### src/rtl/wb_sched_pkg.sv
// wb_sched_pkg: shared state encoding, access lengths, store-entry layout and range helper
// for the wb_sched store-buffer scheduler.
package wb_sched_pkg;

  typedef enum logic [1:0] {
    S_IDLE = 2'd0,
    S_LD   = 2'd1,
    S_ST   = 2'd2
  } state_t;

  localparam logic [2:0] LEN_B = 3'd1;
  localparam logic [2:0] LEN_H = 3'd2;
  localparam logic [2:0] LEN_W = 3'd4;

  typedef struct packed {
    logic [31:0] addr;
    logic [31:0] data;
    logic [2:0]  len;
  } st_entry_t;

  // Half-open byte ranges; the 33-bit sums keep a range ending past 2^32 from wrapping.
  function automatic logic ranges_overlap(input logic [31:0] a, input logic [2:0] a_len,
                                          input logic [31:0] b, input logic [2:0] b_len);
    logic [32:0] a_end;
    logic [32:0] b_end;
    a_end = {1'b0, a} + {30'd0, a_len};
    b_end = {1'b0, b} + {30'd0, b_len};
    return ({1'b0, a} < b_end) && ({1'b0, b} < a_end);
  endfunction

endpackage

### src/rtl/wb_overlap_chk.sv
// wb_overlap_chk: checks a load's byte range against every live store-buffer entry and
// selects the youngest overlapping entry for possible forwarding.
module wb_overlap_chk
  import wb_sched_pkg::*;
#(
  parameter int DEPTH = 4
) (
  input  logic [$clog2(DEPTH)-1:0] head,
  input  logic [$clog2(DEPTH):0]   count,
  input  logic [DEPTH*32-1:0]      ent_addr,
  input  logic [DEPTH*32-1:0]      ent_data,
  input  logic [DEPTH*3-1:0]       ent_len,
  input  logic [31:0]              ld_addr,
  input  logic [2:0]               ld_len,
  output logic                     hazard,
  output logic                     fwd_hit,
  output logic [31:0]              fwd_data
);

  localparam int AW = $clog2(DEPTH);

  logic [DEPTH-1:0] overlap;
  logic [DEPTH-1:0] exact;
  logic [31:0]      data_arr [DEPTH];
  logic [AW-1:0]    sel_idx;
  logic [AW-1:0]    idx;
  logic             sel_found;

  genvar gi;
  generate
    for (gi = 0; gi < DEPTH; gi++) begin : g_ent
      logic [AW-1:0] age;
      logic [31:0]   e_addr;
      logic [2:0]    e_len;
      assign e_addr       = ent_addr[gi*32 +: 32];
      assign e_len        = ent_len[gi*3 +: 3];
      assign data_arr[gi] = ent_data[gi*32 +: 32];
      // Age 0 is the head (oldest); only ages below count hold live entries.
      assign age          = AW'(gi) - head;
      assign overlap[gi]  = ({1'b0, age} < count) && ranges_overlap(ld_addr, ld_len, e_addr, e_len);
      assign exact[gi]    = (e_addr == ld_addr) && (e_len == ld_len);
    end
  endgenerate

  // Walk oldest to youngest so the last overlapping entry seen wins.
  always_comb begin
    sel_idx   = '0;
    sel_found = 1'b0;
    idx       = '0;
    for (int a = 0; a < DEPTH; a++) begin
      idx = head + AW'(a);
      if (overlap[idx]) begin
        sel_idx   = idx;
        sel_found = 1'b1;
      end
    end
  end

  assign hazard   = |overlap;
  assign fwd_hit  = sel_found && exact[sel_idx];
  assign fwd_data = data_arr[sel_idx];

endmodule

### src/rtl/wb_sched.sv
// wb_sched: in-order store buffer plus load/store issue FSM in front of a memory controller.
// Define WB_SCHED_FWD_EN to answer exact-match loads from the youngest overlapping store.
module wb_sched
  import wb_sched_pkg::*;
#(
  parameter int DEPTH = 4
) (
  input  logic        clk_in,
  input  logic        rst_in,
  input  logic        rdy_in,
  input  logic        ld_req,
  input  logic [31:0] ld_addr,
  input  logic [2:0]  ld_len,
  output logic        ld_done,
  output logic [31:0] ld_data,
  input  logic        st_req,
  input  logic [31:0] st_addr,
  input  logic [31:0] st_data,
  input  logic [2:0]  st_len,
  output logic        st_ready,
  input  logic        fence_req,
  output logic        fence_done,
  output logic        mc_re,
  output logic        mc_we,
  output logic [31:0] mc_addr,
  output logic [31:0] mc_w_data,
  output logic [2:0]  mc_len,
  input  logic        mc_busy,
  input  logic        mc_done,
  input  logic [31:0] mc_r_data
);

  localparam int AW = $clog2(DEPTH);
  localparam logic [AW:0] FULL_CNT = (AW+1)'(DEPTH);

  state_t        state_q, state_d;
  st_entry_t     entry_q [DEPTH];
  logic [AW-1:0] head_q, head_d;
  logic [AW-1:0] tail_q, tail_d;
  logic [AW:0]   count_q, count_d;
  logic          mc_re_q, mc_re_d;
  logic          mc_we_q, mc_we_d;
  logic [31:0]   mc_addr_q, mc_addr_d;
  logic [31:0]   mc_w_data_q, mc_w_data_d;
  logic [2:0]    mc_len_q, mc_len_d;
  logic          ld_done_q, ld_done_d;
  logic [31:0]   ld_data_q, ld_data_d;
  logic          fence_done_q, fence_done_d;
  logic          done_pend_q, done_pend_d;
  logic [31:0]   pend_data_q, pend_data_d;

  logic          push, pop, issue_st, full, load_ok, mc_fin, fwd_ok;
  logic [31:0]   fin_data;
  st_entry_t     head_entry;

  logic [DEPTH*32-1:0] ent_addr_flat;
  logic [DEPTH*32-1:0] ent_data_flat;
  logic [DEPTH*3-1:0]  ent_len_flat;
  logic                hazard, fwd_hit;
  logic [31:0]         fwd_data;

  genvar gi;
  generate
    for (gi = 0; gi < DEPTH; gi++) begin : g_flat
      assign ent_addr_flat[gi*32 +: 32] = entry_q[gi].addr;
      assign ent_data_flat[gi*32 +: 32] = entry_q[gi].data;
      assign ent_len_flat[gi*3 +: 3]    = entry_q[gi].len;
    end
  endgenerate

  wb_overlap_chk #(.DEPTH(DEPTH)) u_overlap (
    .head     (head_q),
    .count    (count_q),
    .ent_addr (ent_addr_flat),
    .ent_data (ent_data_flat),
    .ent_len  (ent_len_flat),
    .ld_addr  (ld_addr),
    .ld_len   (ld_len),
    .hazard   (hazard),
    .fwd_hit  (fwd_hit),
    .fwd_data (fwd_data)
  );

`ifdef WB_SCHED_FWD_EN
  assign fwd_ok = fwd_hit;
`else
  logic fwd_unused;
  assign fwd_ok     = 1'b0;
  assign fwd_unused = fwd_hit;
`endif

  assign full       = (count_q == FULL_CNT);
  assign st_ready   = !full;
  assign head_entry = entry_q[head_q];
  // ld_req stays high through the ld_done cycle; it must not start a second load.
  assign load_ok    = ld_req && !ld_done_q;
  assign mc_fin     = mc_done || done_pend_q;
  assign fin_data   = done_pend_q ? pend_data_q : mc_r_data;

  always_comb begin
    state_d      = state_q;
    head_d       = head_q;
    tail_d       = tail_q;
    count_d      = count_q;
    mc_re_d      = mc_re_q;
    mc_we_d      = mc_we_q;
    mc_addr_d    = mc_addr_q;
    mc_w_data_d  = mc_w_data_q;
    mc_len_d     = mc_len_q;
    ld_done_d    = ld_done_q;
    ld_data_d    = ld_data_q;
    fence_done_d = fence_done_q;
    done_pend_d  = done_pend_q;
    pend_data_d  = pend_data_q;
    push         = 1'b0;
    pop          = 1'b0;
    issue_st     = 1'b0;

    if (!rdy_in) begin
      // Everything holds; a completion arriving now is kept for when rdy_in returns.
      if (mc_done && state_q != S_IDLE && !done_pend_q) begin
        done_pend_d = 1'b1;
        pend_data_d = mc_r_data;
      end
    end else begin
      mc_re_d      = 1'b0;
      mc_we_d      = 1'b0;
      ld_done_d    = 1'b0;
      fence_done_d = 1'b0;
      done_pend_d  = 1'b0;
      push         = st_req && !full;

      case (state_q)
        S_IDLE: begin
          if (!mc_busy && count_q != '0 && (full || fence_req)) begin
            issue_st = 1'b1;
          end else if (load_ok && fwd_ok) begin
            ld_done_d = 1'b1;
            ld_data_d = fwd_data;
          end else if (!mc_busy && load_ok && !hazard) begin
            mc_re_d  = 1'b1;
            mc_addr_d = ld_addr;
            mc_len_d = ld_len;
            state_d  = S_LD;
          end else if (!mc_busy && count_q != '0) begin
            issue_st = 1'b1;
          end
        end
        S_LD: begin
          if (mc_fin) begin
            ld_data_d = fin_data;
            ld_done_d = 1'b1;
            state_d   = S_IDLE;
          end
        end
        S_ST: begin
          if (mc_fin) begin
            pop     = 1'b1;
            state_d = S_IDLE;
          end
        end
        default: state_d = S_IDLE;
      endcase

      if (issue_st) begin
        mc_we_d     = 1'b1;
        mc_addr_d   = head_entry.addr;
        mc_w_data_d = head_entry.data;
        mc_len_d    = head_entry.len;
        state_d     = S_ST;
      end

      if (push) tail_d = tail_q + AW'(1);
      if (pop)  head_d = head_q + AW'(1);
      if (push && !pop)      count_d = count_q + (AW+1)'(1);
      else if (pop && !push) count_d = count_q - (AW+1)'(1);

      fence_done_d = fence_req && !fence_done_q && (count_d == '0);
    end
  end

  always_ff @(posedge clk_in) begin
    if (rst_in) begin
      state_q      <= S_IDLE;
      head_q       <= '0;
      tail_q       <= '0;
      count_q      <= '0;
      mc_re_q      <= 1'b0;
      mc_we_q      <= 1'b0;
      mc_addr_q    <= '0;
      mc_w_data_q  <= '0;
      mc_len_q     <= '0;
      ld_done_q    <= 1'b0;
      ld_data_q    <= '0;
      fence_done_q <= 1'b0;
      done_pend_q  <= 1'b0;
      pend_data_q  <= '0;
    end else begin
      state_q      <= state_d;
      head_q       <= head_d;
      tail_q       <= tail_d;
      count_q      <= count_d;
      mc_re_q      <= mc_re_d;
      mc_we_q      <= mc_we_d;
      mc_addr_q    <= mc_addr_d;
      mc_w_data_q  <= mc_w_data_d;
      mc_len_q     <= mc_len_d;
      ld_done_q    <= ld_done_d;
      ld_data_q    <= ld_data_d;
      fence_done_q <= fence_done_d;
      done_pend_q  <= done_pend_d;
      pend_data_q  <= pend_data_d;
    end
  end

  // Entry storage needs no reset: count and pointers alone define what is live.
  always_ff @(posedge clk_in) begin
    if (push) entry_q[tail_q] <= '{addr: st_addr, data: st_data, len: st_len};
  end

  // Pulses raised while frozen stay in their flops and appear once rdy_in returns.
  assign mc_re      = mc_re_q && rdy_in;
  assign mc_we      = mc_we_q && rdy_in;
  assign ld_done    = ld_done_q && rdy_in;
  assign fence_done = fence_done_q && rdy_in;
  assign mc_addr    = mc_addr_q;
  assign mc_w_data  = mc_w_data_q;
  assign mc_len     = mc_len_q;
  assign ld_data    = ld_data_q;

endmodule

### config.mk
export PLATFORM = sky130hd
export DESIGN_NAME = wb_sched
export DESIGN_NICKNAME = d
export VERILOG_FILES = /design/src/rtl/wb_sched_pkg.sv /design/src/rtl/wb_overlap_chk.sv /design/src/rtl/wb_sched.sv
export SDC_FILE = /design/constraint.sdc
export NUM_CORES = 1
export LEC_CHECK = 0
export ABC_AREA = 1
export BUFFER_PORTS_ARGS = -buffer_cell sky130_fd_sc_hd__buf_4
export CELL_PAD_IN_SITES_DETAIL_PLACEMENT = 1
export CELL_PAD_IN_SITES_GLOBAL_PLACEMENT = 1
export CORE_UTILIZATION = 46
export DETAILED_ROUTE_END_ITERATION = 8
export PLACE_DENSITY = 0.88
export SYNTH_ARGS = -nofsm -noshare
export SYNTH_HDL_FRONTEND = slang
export SYNTH_HIERARCHICAL = 1
export SYNTH_SLANG_ARGS = --single-unit
### constraint.sdc
create_clock -name clk_in -period 6.6 [get_ports clk_in]
set_input_delay 1.32 -clock clk_in [delete_from_list [all_inputs] [get_ports clk_in]]
set_output_delay 1.32 -clock clk_in [all_outputs]
set_load 0.02 [all_outputs]
==> impl_metrics.tcl <==
set metrics [dict create \
    status "finished clean" \
    antenna_found_initial 4 \
    root_buffer "clkbuf_16" \
    hold_class "register to register" \
    irDropWorstVdd_uv 224 \
    skew_ns 0.0266 \
    power.share.clock_pct 39.5 \
    drt_pre_antenna_iters 5 \
    cellPowerDensity_nw_per_um2 224 \
    ctsLongestPathBuffers 3 \
    syn_avg_cell_area_um2 8.32 \
    placed_cells 4063 \
    num_vias 23151 \
    htreeDepth 2 \
    slowest_stage "nor3_1" \
    initialDrtViolationCount 1363 \
    pre_cts_ws_ns 0.0404 \
    fin_ws_ns 0.289 \
    crit_fanout 26 \
    io_pins 246 \
    final_nets 3779 \
    gp_congestion 0.948 \
    crit_path_frequent_cell "nand2_1" \
    holdPathStages 2 \
    drv_slew 0 \
    netlist_instances 3163 \
    slowest_delay_ns 0.43 \
    switchingPower_uw 1980 \
    min_from "mc_we_q" \
    worst-path-buf-inv 4 \
    switching_share_pct 29.0 \
    multiInputGateArea_um2 13600 \
    core_region_area_um2 56500 \
    startpoint "entry_q[0][37]" \
    intPower_uw 4850 \
    grt_usage_pct 29.8 \
    cp_data_required_time_ns 7.13 \
    path_delay_family "simple AND/OR/NAND/NOR gates" \
    rr_worst_depth 34 \
    finalInstanceArea_um2 30500 \
    fillers 6721 \
    die_w_um 241 \
    crit_arrival_ns 6.84 \
    hpwl_mm 63.9 \
    final_cells 4155 \
    layout-drive-gt1-share_pct 13.2 \
    cts_tree "done" \
    die_h_um 241 \
    synth_area_um2 26300 \
    drv_cap 0 \
    grt.overflow.total 0 \
    areaGrowthSynthToFinish_pct 15.8 \
    cts_buffers 47 \
    syn-num-nets 3584 \
    hold_viol 0 \
    path_depth 34 \
    period_share_pct 95.6 \
    grt_pass1_wl_mm 133 \
    fmax_mhz 158 \
    layout_commonest_cell "nand2_1" \
    max_slew_margin_pct 30.8 \
    post-route-drc-count 0 \
    viasPerCell 5.57 \
    yosysWarningCount 6 \
    worst_setup_path_end_kind "register" \
    timing.rr.start "entry_q[0][37]" \
    clk_latency_ns 0.61 \
    power.sequential.fraction_pct 43.6 \
    setup.worst_path.class "register to register" \
    wire_per_inst_um 20.9 \
    initial_utilization_pct 46.6 \
    antenna_left 0 \
    grt_max_degree 66 \
    seq_area_um2 11000 \
    final_cell_mix "699 x nand2_1, 406 x nor2_1, 281 x inv_1, 273 x ha_1, 273 x buf_4" \
    setup_viol 0 \
    combPwrFrac_pct 16.9 \
    min_period_ns 6.31 \
    tightest_slew_ns 1.04 \
    dieArea_um2 58100 \
    clkSlewWorstSetupHoldPaths_ns 0.07 \
    num_rows 87 \
    drt-total-wl_mm 86.9 \
    portBuffers 245 \
    grt_pass1_vias 23799 \
    start_kind "register" \
    postPlaceCellArea_um2 28800 \
    clock_sinks 415 \
    p_leak_uw 0.0133 \
]
==> registers in the layout (all words and copies together) (netlist names), 2 cells and up, named ones only <==
register,flops
count_q,3
entry_q,268
head_q,2
ld_data,32
mc_addr,32
mc_len,3
mc_w_data,32
pend_data_q,32
state_q,2
tail_q,2
==> final cells by class <==
class | count | share of cell area, %
multi-input combinational | 2319 | 44.7
sequential | 415 | 36.1
timing repair buffer | 281 | 7.23
clock buffer | 63 | 4.33
inverter | 294 | 3.66
tap | 756 | 3.11
clock inverter | 25 | 0.896
antenna | 2 | 0.0164
==> what timing repair did <==
action | in CTS | in global routing
hold buffers | 0 | 0
endpoints found under the setup margin | 6 | 70
setup buffers | 0 | 2
gates resized for setup | 1 | 18
pin swaps | 0 | 3
==> worst paths after layout <==
path,to,slack [ns]
setup / recovery,mc_addr[7],0.29
hold / removal,mc_we_q,0.46
setup reg to reg,mc_addr[7],0.29
hold reg to reg,mc_we_q,0.46
==> tightest hold or removal path, cell delays in order (launching register included) <==
cell and delay, ns:
dfxtp_1 0.33, nand2_1 0.05, o21ai_0 0.05
==> per-stage QoR <==
stage / total power [uW] / hold WS, ns / setup TNS, ns / utilization [%]
5_1_grt: 7090 / 0.500 / -0.0123 / 53.9
6_report: 6820 / 0.460 / 0 / 53.9
3_3_place_gp: 4110 / 0.444 / 0 / 50.9
2_1_floorplan: 3710 / 0.429 / 0 / -
3_5_place_dp: 4170 / 0.451 / 0 / 50.9
4_1_cts: 6870 / 0.467 / 0 / 53.7
==> power by group through the flow <==
stage | clock network, uW | logic [uW] | registers [uW]
2_1_floorplan | 0 | 652 | 3060
3_3_place_gp | 0 | 1090 | 3020
3_5_place_dp | 0 | 1140 | 3030
4_1_cts | 2740 | 1150 | 2970
5_1_grt | 2830 | 1280 | 2990
6_report | 2690 | 1150 | 2970
==> per-layer routing <==
layer | share of wire [%] | global-route usage [%] | wire [um]
met1 | 42 | 36.3 | 36200
met2 | 49 | 52.0 | 42800
met3 | 5.3 | 5.12 | 4630
met4 | 3.7 | 11.6 | 3260
met5 | 0.035 | 0 | 30
No activity file was read; power rests on OpenSTA's default activity.
